**src/rtl/adc_pkg.sv**
```systemverilog
// Shared constants and state encoding for the LTC1407A SPI frame reader.
package adc_pkg;

    localparam int FRAME_BITS = 34;
    localparam int SAMPLE_W   = 14;
    localparam int A_FIRST    = 2;
    localparam int B_FIRST    = 18;
    localparam int BIT_CNT_W  = 6;

    typedef enum logic [2:0] {
        ST_IDLE  = 3'd0,
        ST_CONV  = 3'd1,
        ST_SHIFT = 3'd2,
        ST_DONE  = 3'd3
    } state_t;

endpackage

```
**src/rtl/adc_spi_reader_if.sv**
```systemverilog
// Trigger/done handshake between the sampling controller and the ADC reader.
interface adc_spi_reader_if;
    import adc_pkg::*;

    logic                adc_trig;
    logic                adc_done;
    logic [SAMPLE_W-1:0] adc_a;
    logic [SAMPLE_W-1:0] adc_b;
    logic                busy;

    modport master (
        output adc_trig,
        input  adc_done,
        input  adc_a,
        input  adc_b,
        input  busy
    );

    modport slave (
        input  adc_trig,
        output adc_done,
        output adc_a,
        output adc_b,
        output busy
    );

endinterface

```
**src/rtl/spi_sck_gen.sv**
```systemverilog
// SCK divider: low for CLKDIV cycles then high for CLKDIV cycles while enabled.
// rise_tick/fall_tick flag the clk edge on which sck changes level.
module spi_sck_gen #(
    parameter int CLKDIV = 2
) (
    input  logic clk,
    input  logic rst_n,
    input  logic en,
    output logic sck,
    output logic rise_tick,
    output logic fall_tick
);

    localparam int DIV_W = (CLKDIV > 1) ? $clog2(CLKDIV) : 1;
    localparam logic [DIV_W-1:0] DIV_LAST = DIV_W'(CLKDIV - 1);

    logic [DIV_W-1:0] div_q, div_d;
    logic             sck_q, sck_d;
    logic             wrap;

    always_comb begin
        wrap  = en && (div_q == DIV_LAST);
        div_d = '0;
        sck_d = 1'b0;
        // Disabled: hold SCK low and restart the half-period count.
        if (en) begin
            div_d = wrap ? '0 : div_q + 1'b1;
            sck_d = wrap ? ~sck_q : sck_q;
        end
    end

    always_ff @(posedge clk) begin
        if (!rst_n) begin
            div_q <= '0;
            sck_q <= 1'b0;
        end else begin
            div_q <= div_d;
            sck_q <= sck_d;
        end
    end

    assign sck       = sck_q;
    assign rise_tick = wrap && !sck_q;
    assign fall_tick = wrap && sck_q;

endmodule

```
**src/rtl/adc_spi_reader.sv**
```systemverilog
// Pulses AD_CONV, reads one 34-bit LTC1407A frame and returns both 14-bit
// samples with a single-cycle adc_done.
module adc_spi_reader
    import adc_pkg::*;
#(
    parameter int CLKDIV = 2
) (
    input  logic              CLK50MHZ,
    input  logic              RST,
    adc_spi_reader_if.slave   ctl,
    output logic              ad_conv,
    output logic              spi_sck,
    input  logic              spi_miso
);

    localparam int CONV_W = $clog2(2 * CLKDIV);
    localparam logic [CONV_W-1:0]    CONV_LAST = CONV_W'(2 * CLKDIV - 1);
    localparam logic [BIT_CNT_W-1:0] A_LO      = BIT_CNT_W'(A_FIRST);
    localparam logic [BIT_CNT_W-1:0] A_HI      = BIT_CNT_W'(A_FIRST + SAMPLE_W - 1);
    localparam logic [BIT_CNT_W-1:0] B_LO      = BIT_CNT_W'(B_FIRST);
    localparam logic [BIT_CNT_W-1:0] B_HI      = BIT_CNT_W'(B_FIRST + SAMPLE_W - 1);
    localparam logic [BIT_CNT_W-1:0] LAST_BIT  = BIT_CNT_W'(FRAME_BITS - 1);

    state_t              state_q, state_d;
    logic [CONV_W-1:0]   conv_cnt_q, conv_cnt_d;
    logic [BIT_CNT_W-1:0] bit_cnt_q, bit_cnt_d;
    logic [SAMPLE_W-1:0] sh_a_q, sh_a_d;
    logic [SAMPLE_W-1:0] sh_b_q, sh_b_d;
    logic [SAMPLE_W-1:0] adc_a_q, adc_a_d;
    logic [SAMPLE_W-1:0] adc_b_q, adc_b_d;

    logic sck_en;
    logic sck_rise;
    logic sck_fall;
    logic in_a;
    logic in_b;

    assign sck_en = (state_q == ST_SHIFT);

    spi_sck_gen #(
        .CLKDIV (CLKDIV)
    ) u_sck_gen (
        .clk       (CLK50MHZ),
        .rst_n     (RST),
        .en        (sck_en),
        .sck       (spi_sck),
        .rise_tick (sck_rise),
        .fall_tick (sck_fall)
    );

    assign in_a = (bit_cnt_q >= A_LO) && (bit_cnt_q <= A_HI);
    assign in_b = (bit_cnt_q >= B_LO) && (bit_cnt_q <= B_HI);

    always_comb begin
        state_d    = state_q;
        conv_cnt_d = conv_cnt_q;
        bit_cnt_d  = bit_cnt_q;
        sh_a_d     = sh_a_q;
        sh_b_d     = sh_b_q;
        adc_a_d    = adc_a_q;
        adc_b_d    = adc_b_q;

        case (state_q)
            ST_IDLE: begin
                conv_cnt_d = '0;
                bit_cnt_d  = '0;
                if (ctl.adc_trig) begin
                    state_d = ST_CONV;
                end
            end
            ST_CONV: begin
                if (conv_cnt_q == CONV_LAST) begin
                    state_d    = ST_SHIFT;
                    conv_cnt_d = '0;
                    bit_cnt_d  = '0;
                end else begin
                    conv_cnt_d = conv_cnt_q + 1'b1;
                end
            end
            ST_SHIFT: begin
                // bit_cnt holds the index of the current SCK period; it
                // advances on the falling edge so the rising-edge sample
                // sees a stable index.
                if (sck_rise) begin
                    if (in_a) begin
                        sh_a_d = {sh_a_q[SAMPLE_W-2:0], spi_miso};
                    end
                    if (in_b) begin
                        sh_b_d = {sh_b_q[SAMPLE_W-2:0], spi_miso};
                    end
                end
                if (sck_fall) begin
                    if (bit_cnt_q == LAST_BIT) begin
                        state_d = ST_DONE;
                        adc_a_d = sh_a_q;
                        adc_b_d = sh_b_q;
                    end else begin
                        bit_cnt_d = bit_cnt_q + 1'b1;
                    end
                end
            end
            ST_DONE: begin
                state_d = ST_IDLE;
            end
            default: begin
                state_d = ST_IDLE;
            end
        endcase
    end

    always_ff @(posedge CLK50MHZ) begin
        if (!RST) begin
            state_q    <= ST_IDLE;
            conv_cnt_q <= '0;
            bit_cnt_q  <= '0;
            sh_a_q     <= '0;
            sh_b_q     <= '0;
            adc_a_q    <= '0;
            adc_b_q    <= '0;
        end else begin
            state_q    <= state_d;
            conv_cnt_q <= conv_cnt_d;
            bit_cnt_q  <= bit_cnt_d;
            sh_a_q     <= sh_a_d;
            sh_b_q     <= sh_b_d;
            adc_a_q    <= adc_a_d;
            adc_b_q    <= adc_b_d;
        end
    end

    assign ad_conv      = (state_q == ST_CONV);
    assign ctl.busy     = (state_q != ST_IDLE);
    assign ctl.adc_done = (state_q == ST_DONE);
    assign ctl.adc_a    = adc_a_q;
    assign ctl.adc_b    = adc_b_q;

endmodule

```
**src/flat_wrapper.sv**
```systemverilog
// flat-port wrapper written by rule: the top's interface ports become plain ports
module adc_spi_reader_flat import adc_pkg::*;
#(
    parameter int CLKDIV = 2
)
  (CLK50MHZ, RST, ad_conv, spi_sck, spi_miso, ctl_adc_trig, ctl_adc_done, ctl_adc_a, ctl_adc_b, ctl_busy);
  adc_spi_reader_if ctl_i ();
  input  logic CLK50MHZ;
  input  logic RST;
  output logic ad_conv;
  output logic spi_sck;
  input  logic spi_miso;
  input wire logic [$bits(ctl_i.adc_trig)-1:0] ctl_adc_trig;
  output wire logic [$bits(ctl_i.adc_done)-1:0] ctl_adc_done;
  output wire logic [$bits(ctl_i.adc_a)-1:0] ctl_adc_a;
  output wire logic [$bits(ctl_i.adc_b)-1:0] ctl_adc_b;
  output wire logic [$bits(ctl_i.busy)-1:0] ctl_busy;
  assign ctl_i.adc_trig = ctl_adc_trig;
  assign ctl_adc_done = ctl_i.adc_done;
  assign ctl_adc_a = ctl_i.adc_a;
  assign ctl_adc_b = ctl_i.adc_b;
  assign ctl_busy = ctl_i.busy;
  adc_spi_reader #(.CLKDIV(CLKDIV)) u_core (.CLK50MHZ(CLK50MHZ), .RST(RST), .ctl(ctl_i), .ad_conv(ad_conv), .spi_sck(spi_sck), .spi_miso(spi_miso));
endmodule
```
**config.mk**
```make
export PLATFORM = sky130hd
export DESIGN_NAME = adc_spi_reader_flat
export DESIGN_NICKNAME = d
export VERILOG_FILES = /design/src/rtl/adc_pkg.sv /design/src/rtl/adc_spi_reader_if.sv /design/src/rtl/spi_sck_gen.sv /design/src/rtl/adc_spi_reader.sv /design/src/flat_wrapper.sv
export SDC_FILE = /design/constraint.sdc
export NUM_CORES = 1
export LEC_CHECK = 0
export CAP_MARGIN = 0
export CORE_MARGIN = 1.5
export CORE_UTILIZATION = 40
export CTS_BUF_LIST = sky130_fd_sc_hd__clkbuf_16
export CTS_CLUSTER_DIAMETER = 60
export CTS_CLUSTER_SIZE = 16
export DETAILED_ROUTE_END_ITERATION = 12
export PLACE_DENSITY_LB_ADDON = 0.12
export SLEW_MARGIN = 20
export SYNTH_ARGS = -nofsm -noshare
export SYNTH_HDL_FRONTEND = slang
export SYNTH_HIERARCHICAL = 1
export SYNTH_SLANG_ARGS = --single-unit
```
**constraint.sdc**
```tcl
create_clock -name CLK50MHZ -period 2.7 [get_ports CLK50MHZ]
set_clock_uncertainty 0.15 [all_clocks]
set_input_delay 0.54 -clock CLK50MHZ [delete_from_list [all_inputs] [get_ports CLK50MHZ]]
set_output_delay 0.54 -clock CLK50MHZ [all_outputs]
set_load 0.02 [all_outputs]
```
After elaboration in Yosys (flattened, before gate mapping). Cells that the tools add are included.

Register bits: 69. Input port bits: 4. Output and inout port bits: 32. Logic and storage cells: 57.

Add/subtract/negate cells: 3. Magnitude comparators: 4. Equal/unequal tests: 10. Multiplexer cells: 11. Bitwise logic cells: 3. Reduce and logical (&&, ||, !) cells: 17.

Operators with widths (number): 2-to-1 mux 6 bit (3); one-hot mux 6 bit (3 select lines) (1); 2-to-1 mux 3 bit (4); one-hot mux 3 bit (3 select lines) (1); AND reduction 3 bit (3); AND reduction 4 bit (2); adder 6 x 1 -> 6 bit (second input constant) (1); == test 3 x 2 -> 1 bit (second input constant) (2); == test 6 bit (second input constant) (1); greater-or-equal comparator 6 x 2 -> 1 bit (second input constant) (1); greater-or-equal comparator 6 x 5 -> 1 bit (second input constant) (1); less-or-equal comparator 6 x 4 -> 1 bit (second input constant) (1); less-or-equal comparator 6 x 5 -> 1 bit (second input constant) (1); != test 2 x 1 -> 1 bit (second input constant) (3); nonzero test 3 bit (2); logical AND 1 bit (5); != test 2 bit (second input constant) (2); one-hot mux 2 bit (2 select lines) (1); == test 3 x 1 -> 1 bit (second input constant) (1); logical NOT 3 bit (1); inverter 1 bit (3); OR reduction 3 bit (1); adder 2 x 1 -> 2 bit (second input constant) (1); == test 2 bit (second input constant) (1); 5 further kinds (5).

Logic depth before layout (Yosys ltp). Gate-level depths: netlist (run 1).

Depth after elaboration: 5. Gate-level depth with buffers: 10. Gate-level depth less buffers: 8.

Hierarchy. The synthesis (run 1) kept the hierarchy.

Modules (own cells, without submodules): adc_spi_reader (times used 1, cells each 302, area each 2851.5 sq um, seq. area each 1321.3 sq um); spi_sck_gen (times used 1, cells each 9, area each 75.1 sq um, seq. area each 40.0 sq um).

Worst setup path after synthesis (run 1). OpenSTA, ideal clock, no wires.

Path type: flip-flop to flip-flop. Start: register u_core.state_q[0]. End: register u_core.sh_b_q[10]. Library setup time: 0.116 ns. Data arrival time: 1.855 ns. Data required time: 2.434 ns. Path slack: 0.579 ns. Cell stages (with the launch flop): 10. Path buffers: 1. Period minus slack after synthesis: 2.121 ns. Cells stage by stage: dfxtp_1 > inv_1 > ha_1 > nand2_1 > nor2_1 > nand3b_4 > nor4b_4 > buf_6 > mux2i_1 > nor2b_1.

Cells in the longest elaborated chain, start to end: 4.

Ends and longest elaborated chain: from (decl) (RTL line adc_spi_reader.sv:24) `state_t state_q, state_d;`; from (signal assigned) (RTL line adc_spi_reader.sv:121) `state_q <= state_d;`; == test 3 x 2 -> 1 bit (RTL line adc_spi_reader.sv:38) `assign sck_en = (state_q == ST_SHIFT);`; named net u_core.sck_en (RTL line adc_spi_reader.sv:32) `logic sck_en;`; logical AND 1 bit (RTL line spi_sck_gen.sv:22) `wrap = en && (div_q == DIV_LAST);`; logical AND 1 bit (RTL line spi_sck_gen.sv:43) `assign rise_tick = wrap && !sck_q;`; named net u_core.sck_rise (RTL line adc_spi_reader.sv:33) `logic sck_rise;`; AND reduction 3 bit (no line); to (signal assigned) (RTL line adc_spi_reader.sv:117) `sh_b_q <= '0;`; to (signal assigned) (RTL line adc_spi_reader.sv:125) `sh_b_q <= sh_b_d;`; to (decl) (RTL line adc_spi_reader.sv:28) `logic [SAMPLE_W-1:0] sh_b_q, sh_b_d;`.

The timed path passes the listed nets, and every way through them passes these cells. A chain may end at the register's enable or synchronous reset.

Worst setup path in the final report (run 1).
Start: register u_core.state_q[1]. End: output ctl_busy.

Cells in the longest elaborated chain, start to end: 1.

Ends and longest elaborated chain: nonzero test 3 bit (RTL line adc_spi_reader.sv:132) `assign ctl.busy = (state_q != ST_IDLE);`; to (decl) (RTL line flat_wrapper.sv:17) `output wire logic [$bits(ctl_i.busy)-1:0] ctl_busy;`.

No other way between the ends.

==> summary.md, run 1 <==
| Metric | Value |
|---|---|
| Seq. cell area | `1360 sq um` |
| Resized Gates After CTS | `0` |
| Critical path's most frequent cell | `inv_1` |
| Gr usage total | `0.163` |
| Residual DRC count | `0` |
| CTS Sinks | `68` |
| Initial DRC count | `84` |
| Critical path depth in cells | `4` |
| Cts hold-fix bufs | `0` |
| Netlist cell types | `38` |
| DR pass1 iterations | `4` |
| Leak | `1.38 nW` |
| Worst hold path cell count | `2` |
| Min Hold Slack | `295 ps` |
| P per Cell Area | `707 nW/um^2` |
| Post-synth EDFFs | `0` |
| Initial Utilization | `0.421` |
| Layout cells sized above 1 | `0.0795` |
| Most area-consuming cells after synthesis | `dfxtp_1, mux2i_1, a21boi_1` |
| Hold Crit Class | `reg2reg` |
| Std cell rows | `30` |
| Status | `complete, no violations` |
| Vias per cell | `4.79` |
| First-pass GRT wire length | `9.83 mm` |
| Design area | `3680 sq um` |
| Global route total overflow | `0` |
| Mean routed wirelength per cell | `12.5 um` |
| DIE AREA | `7840 sq um` |
| CP max FO | `5` |
| Worst Tran Pin Value | `696 ps` |
| Largest area contributor in the netlist | `dfxtp_1` |
| Most frequent cells in the layout | `dfxtp_1, nand2_1, clkdlybuf4s50_1, a21boi_1, nor2b_1` |
| Die Y-Extent | `88.5 um` |
| Seq/Total Area, Yosys | `0.465` |
| Final Hold Vio Count | `0` |
| Layout area overhead | `25.7%` |
| Synth warnings | `6` |
| Max Root-Sink Buffers | `2` |
| Clock Pin Slew Worst Setup and Hold Paths | `60 ps` |
| Period minus WS final | `2430 ps` |
| Ys async rst share | `0` |
| Peak VDD IR | `0.000289 V` |
| Pin count of the biggest net entering global routing | `61` |
| Post-synthesis cell count | `311` |
| Crit path max-delay family | `buffers and inverters` |
| Number of global-route vias before repair | `2106` |
| Peak Freq | `411 MHz` |
| Avg Cell Area, Syn | `9.41 sq um` |
| Clock latency on the worst-skew pair | `320 ps` |
| Buf/Inv on CP | `3` |
| FILL cells | `661` |
| Setup violators final | `0` |
| Slowest library cell on the worst path | `clkdlybuf4s50_1` |
| # IOs | `36` |
| Nets | `361` |
| Placed insts | `432` |
| Placed cell area | `3360 sq um` |
| Slew HR | `0.536` |
| Post-route setup TNS | `0 ps` |
| FF+latch count, synth | `68` |
| Max-cap violations | `0` |
| Multi-input gate area | `1450 sq um` |
| Final core area utilization | `0.530` |
| Via count | `2145` |
| Non-Filler Instances | `448` |
| Cts bufs inserted | `9` |
| # diodes | `0` |
| Crit. End Element | `primary output` |
| Worst path required time | `2010 ps` |
| Core area | `6940 sq um` |
| Worst slack, placed | `530 ps` |
| Antenna Violating Nets Remaining | `0` |
| Initial antenna violation count | `0` |
| Setup CP Type | `reg2out` |
| Post-CTS setup buffers | `0` |
| Top_reg_cell synth | `dfxtp_1` |
| Worst EP arrival | `1740 ps` |
| H-tree depth | `3` |
| Reg2reg path depth | `7` |
| Final Max Slew Viols | `0` |
| Gpl congestion | `0.869` |
| CP startpoint kind | `register` |
| Post-DP HPWL | `3.75 mm` |
| Synthesized Nets | `325` |
| RSZ-0062 raised after global routing | `false` |
| DIE WIDTH | `88.5 um` |
| Crit-path cells | `inv_1, ha_1, inv_1, clkdlybuf4s50_1` |
| Most common cell after layout, fill and taps aside | `dfxtp_1` |
| Fin crit share | `0.900` |
| # port buffers | `35` |
| Root Buffer | `clkbuf_16` |
| Synthesized area | `2930 sq um` |
| Routed WL | `5.59 mm` |
| CTS tree | `built` |
| Final WS setup | `269 ps` |
| Share of the synthesized area in the top cell type | `0.465` |
| Power after layout | `2.60 mW` |
| Slowest stage delay, CP | `600 ps` |
## synth_stat cells, types with 4 or more instances
library cell,number
o21a_1,4
inv_1,9
nor2_1,5
nand2_1,66
a21boi_1,34
clkbuf_1,10
mux2i_1,28
dfxtp_1,68
buf_2,5
ha_1,10
nor2b_1,29
## worst min-delay path, delay by kind of cell (launching register included)
| kind | cells | cell delay [ps] |
|---|---|---|
| AO/OA/AOI/OAI | 1 | 50 |
| flip-flops | 1 | 310 |
| AND/OR/NAND/NOR | 1 | 50 |
## layout make-up
type	instances	area share
clock inverter	7	0.0248
multi-input combinational	217	0.394
timing repair buffer	42	0.108
tap	96	0.0326
sequential	68	0.370
inverter	9	0.00918
clock buffer	9	0.0612
## final timing paths
kind | start | endpoint | slack (ps)
worst max-delay path | u_core/state_q[1] | ctl_busy | 270
worst min-delay path | u_core/sh_a_q[13] | u_core/ctl.adc_a[13] | 290
worst max register to register | u_core/state_q[1] | u_core/sh_a_q[0] | 540
worst min register to register | u_core/sh_a_q[13] | u_core/ctl.adc_a[13] | 290
## power breakdown
| part | internal, mW | switching (mW) | leakage (nW) |
|---|---|---|---|
| combinational | 0.129 | 0.190 | 0.685 |
| sequential | 1.03 | 0.0253 | 0.548 |
| clock | 0.804 | 0.427 | 0.151 |
## sequential cells by signal (all words and copies together) (netlist names)
name	cells
u_core/ctl.adc_a	14
u_core/ctl.adc_b	14
u_core/sh_a_q	14
u_core/sh_b_q	14
u_core/bit_cnt_q	6
u_core/conv_cnt_q	2
u_core/state_q	2
u_core/u_sck_gen/div_q	1
u_core/u_sck_gen/sck	1
## routing by layer
layer / wire (um) / vias up / GRT usage / share of wire
li1: - / 1120 / - / -
met1: 2810 / 977 / 0.218 / 0.50
met2: 2520 / 42 / 0.257 / 0.45
met3: 193 / 6 / 0.0336 / 0.035
met4: 62 / 0 / 0.0682 / 0.011
met5: 0 / - / 0 / 0
## kinds of logic after synthesis
logic type                 Yosys count  synth area share
DFF                                 68             0.465
muxes                               28            0.0958
AOI/OAI and AO/OA                   53             0.132
xor gates and xnor gates             1           0.00299
adders and majority gates           10            0.0428
buffers and inverters               26            0.0393
and+or+nand+nor                    125             0.222
No activity file was read; power rests on OpenSTA's default activity.
==> run 2, diff against run 1 <==
==> constraint.sdc (replaced) <==
create_clock -name CLK50MHZ -period 2.9 [get_ports CLK50MHZ]
set_clock_uncertainty 0.15 [all_clocks]
set_input_delay 0.58 -clock CLK50MHZ [delete_from_list [all_inputs] [get_ports CLK50MHZ]]
set_output_delay 0.58 -clock CLK50MHZ [all_outputs]
set_load 0.02 [all_outputs]
==> run 2 against run 1 <==
Critical path depth stayed put. Global-route usage fell by 0.40 points. Power fell by 11%. Combinational power decreased by 6%. Core utilization down 0.38 points. Final cell count stayed put. Routed wire length fell by 0.41%. Critical endpoint unchanged.
==> summary.md, run 2 (same netlist as run 1, synthesis figures left out) <==
| Metric | Value |
|---|---|
| Initial Utilization | `0.421 (unchanged)` |
| Post-DP HPWL | `3.76 mm (was 3.75 mm)` |
| Layout area overhead | `24.8% (was 25.7%)` |
| RSZ-0062 raised after global routing | `false (unchanged)` |
| First-pass GRT wire length | `9.56 mm (was 9.83 mm)` |
| Leak | `1.38 nW (about the same)` |
| Post-route setup TNS | `0 ps (unchanged)` |
| Min Hold Slack | `297 ps (was 295 ps)` |
| # diodes | `0 (unchanged)` |
| Cts bufs inserted | `9 (unchanged)` |
| R2r setup slk | `750 ps (was 540 ps)` |
| Setup CP Type | `reg2out (unchanged)` |
| Cts hold-fix bufs | `0 (unchanged)` |
| Slowest stage delay, CP | `600 ps (about the same)` |
| Worst hold path cell count | `2 (unchanged)` |
| Slowest library cell on the worst path | `clkdlybuf4s50_1 (unchanged)` |
| Clock latency on the worst-skew pair | `320 ps (about the same)` |
| Via count | `2177 (was 2145)` |
| Crit. End Element | `primary output (unchanged)` |
| Final Max Slew Viols | `0 (unchanged)` |
| Worst path required time | `2170 ps (was 2010 ps)` |
| Gpl congestion | `0.881 (was 0.869)` |
| CP max FO | `5 (unchanged)` |
| Nets | `362 (was 361)` |
| Status | `complete, no violations (unchanged)` |
| CP startpoint kind | `register (unchanged)` |
| DIE AREA | `7840 sq um (unchanged)` |
| Initial antenna violation count | `0 (unchanged)` |
| Initial DRC count | `49 (was 84)` |
| Max Root-Sink Buffers | `2 (unchanged)` |
| Worst R2R Start | `u_core/state_q[0] (was u_core/state_q[1])` |
| Root Buffer | `clkbuf_16 (unchanged)` |
| Peak Freq | `407 MHz` |
| Period minus WS final | `2460 ps` |
| Residual DRC count | `0 (unchanged)` |
| Antenna Violating Nets Remaining | `0 (unchanged)` |
| Final Hold Vio Count | `0 (unchanged)` |
| Number of global-route vias before repair | `2011 (was 2106)` |
| Worst slack, placed | `730 ps (was 530 ps)` |
| Multi-input gate area | `1450 sq um (unchanged)` |
| Std cell rows | `30 (unchanged)` |
| Critical path depth in cells | `4 (unchanged)` |
| Slew HR | `0.519 (was 0.536)` |
| FILL cells | `630 (was 661)` |
| DIE WIDTH | `88.5 um (unchanged)` |
| # IOs | `36 (unchanged)` |
| P per Cell Area | `632 nW/um^2 (was 707 nW/um^2)` |
| Hold worst-path end | `u_core/ctl.adc_b[0] (was u_core/ctl.adc_a[13])` |
| Peak VDD IR | `0.000288 V (was 0.000289 V)` |
| Max-cap violations | `0 (unchanged)` |
| Setup violators final | `0 (unchanged)` |
| Crit path max-delay family | `buffers and inverters (unchanged)` |
| Most frequent cells in the layout | `dfxtp_1, nand2_1, clkdlybuf4s50_1, a21boi_1, nor2b_1 (unchanged)` |
| CTS tree | `built (unchanged)` |
| Mean routed wirelength per cell | `12.4 um (was 12.5 um)` |
| Resized Gates After CTS | `0 (unchanged)` |
| Buf/Inv on CP | `3 (unchanged)` |
| Layout cells sized above 1 | `0.0824 (was 0.0795)` |
| Vias per cell | `4.86 (was 4.79)` |
| Seq. cell area | `1360 sq um (unchanged)` |
| Post-CTS setup buffers | `0 (unchanged)` |
| # port buffers | `35 (unchanged)` |
| H-tree depth | `3 (unchanged)` |
| Critical path's most frequent cell | `inv_1 (unchanged)` |
| Global route total overflow | `0 (unchanged)` |
| Routed WL | `5.57 mm (was 5.59 mm)` |
| Crit-path cells | `inv_1, ha_1, inv_1, clkdlybuf4s50_1 (unchanged)` |
| Die Y-Extent | `88.5 um (unchanged)` |
| Core area | `6940 sq um (unchanged)` |
| Hold path startpoint | `u_core/ctl.adc_b[0] (was u_core/sh_a_q[13])` |
| CTS Sinks | `68 (unchanged)` |
| Pin count of the biggest net entering global routing | `28 (was 61)` |
| Final WS setup | `441 ps (was 269 ps)` |
| DR pass1 iterations | `4 (unchanged)` |
| Reg2reg path depth | `7 (unchanged)` |
| Worst Tran Pin Value | `722 ps (was 696 ps)` |
| Clock Pin Slew Worst Setup and Hold Paths | `50 ps (was 60 ps)` |
| Worst EP arrival | `1730 ps (was 1740 ps)` |
| Fin crit share | `0.848` |
| Gr usage total | `0.159 (was 0.163)` |
| Most common cell after layout, fill and taps aside | `dfxtp_1 (unchanged)` |
| RR Endpoint | `u_core/sh_a_q[10] (was u_core/sh_a_q[0])` |
| Hold Crit Class | `reg2reg (unchanged)` |
## run 2: report_power, final
part           total, mW  internal [mW]  switching, mW
clock network       1.03          0.653          0.376
logic              0.300          0.121          0.179
registers          0.978          0.956         0.0224
total               2.31           1.73          0.577
## run 2: worst max path at each step
stage	endpoint	start	slack, ps
2_1_floorplan	u_core/sh_b_q[10]	u_core/state_q[0]	780
3_3_place_gp	u_core/sh_a_q[5]	u_core/state_q[1]	770
3_5_place_dp	u_core/sh_a_q[10]	u_core/state_q[0]	730
4_1_cts	ctl_busy	u_core/state_q[1]	420
5_1_grt	ctl_busy	u_core/state_q[1]	320
6_report	ctl_busy	u_core/state_q[0]	440
## run 2: layer usage
layer | track usage | routed length [um] | up-vias | share of wire
met5 | 0 | 0 | - | 0
met4 | 0.0739 | 61 | 0 | 0.011
met3 | 0.0345 | 218 | 5 | 0.039
met2 | 0.236 | 2470 | 37 | 0.44
met1 | 0.221 | 2820 | 1014 | 0.51
li1 | - | - | 1121 | -
## run 2: metrics by stage
stage / std cells / utilization / power [mW] / instance area [sq um]
after global placement: 433 / 0.485 / 1.30 / 3370
after global routing: 448 / 0.526 / 2.42 / 3650
after detailed placement: 433 / 0.485 / 1.30 / 3370
final: 448 / 0.526 / 2.31 / 3650
after floorplan: 311 / - / 1.21 / 2930
after CTS: 448 / 0.526 / 2.34 / 3650
## run 2: worst min-delay path: cells and delay by family, from the launching register on
| kind | cells | cell delay (ps) |
|---|---|---|
| and+or+nand+nor | 1 | 50 |
| AOI/OAI and AO/OA | 1 | 50 |
| DFF | 1 | 300 |
## run 2: cell type report
cell class | count | share of cell area
timing repair buffer | 43 | 0.111
tap | 96 | 0.0329
clock inverter | 6 | 0.0158
inverter | 9 | 0.00925
clock buffer | 9 | 0.0616
multi-input combinational | 217 | 0.397
sequential | 68 | 0.373
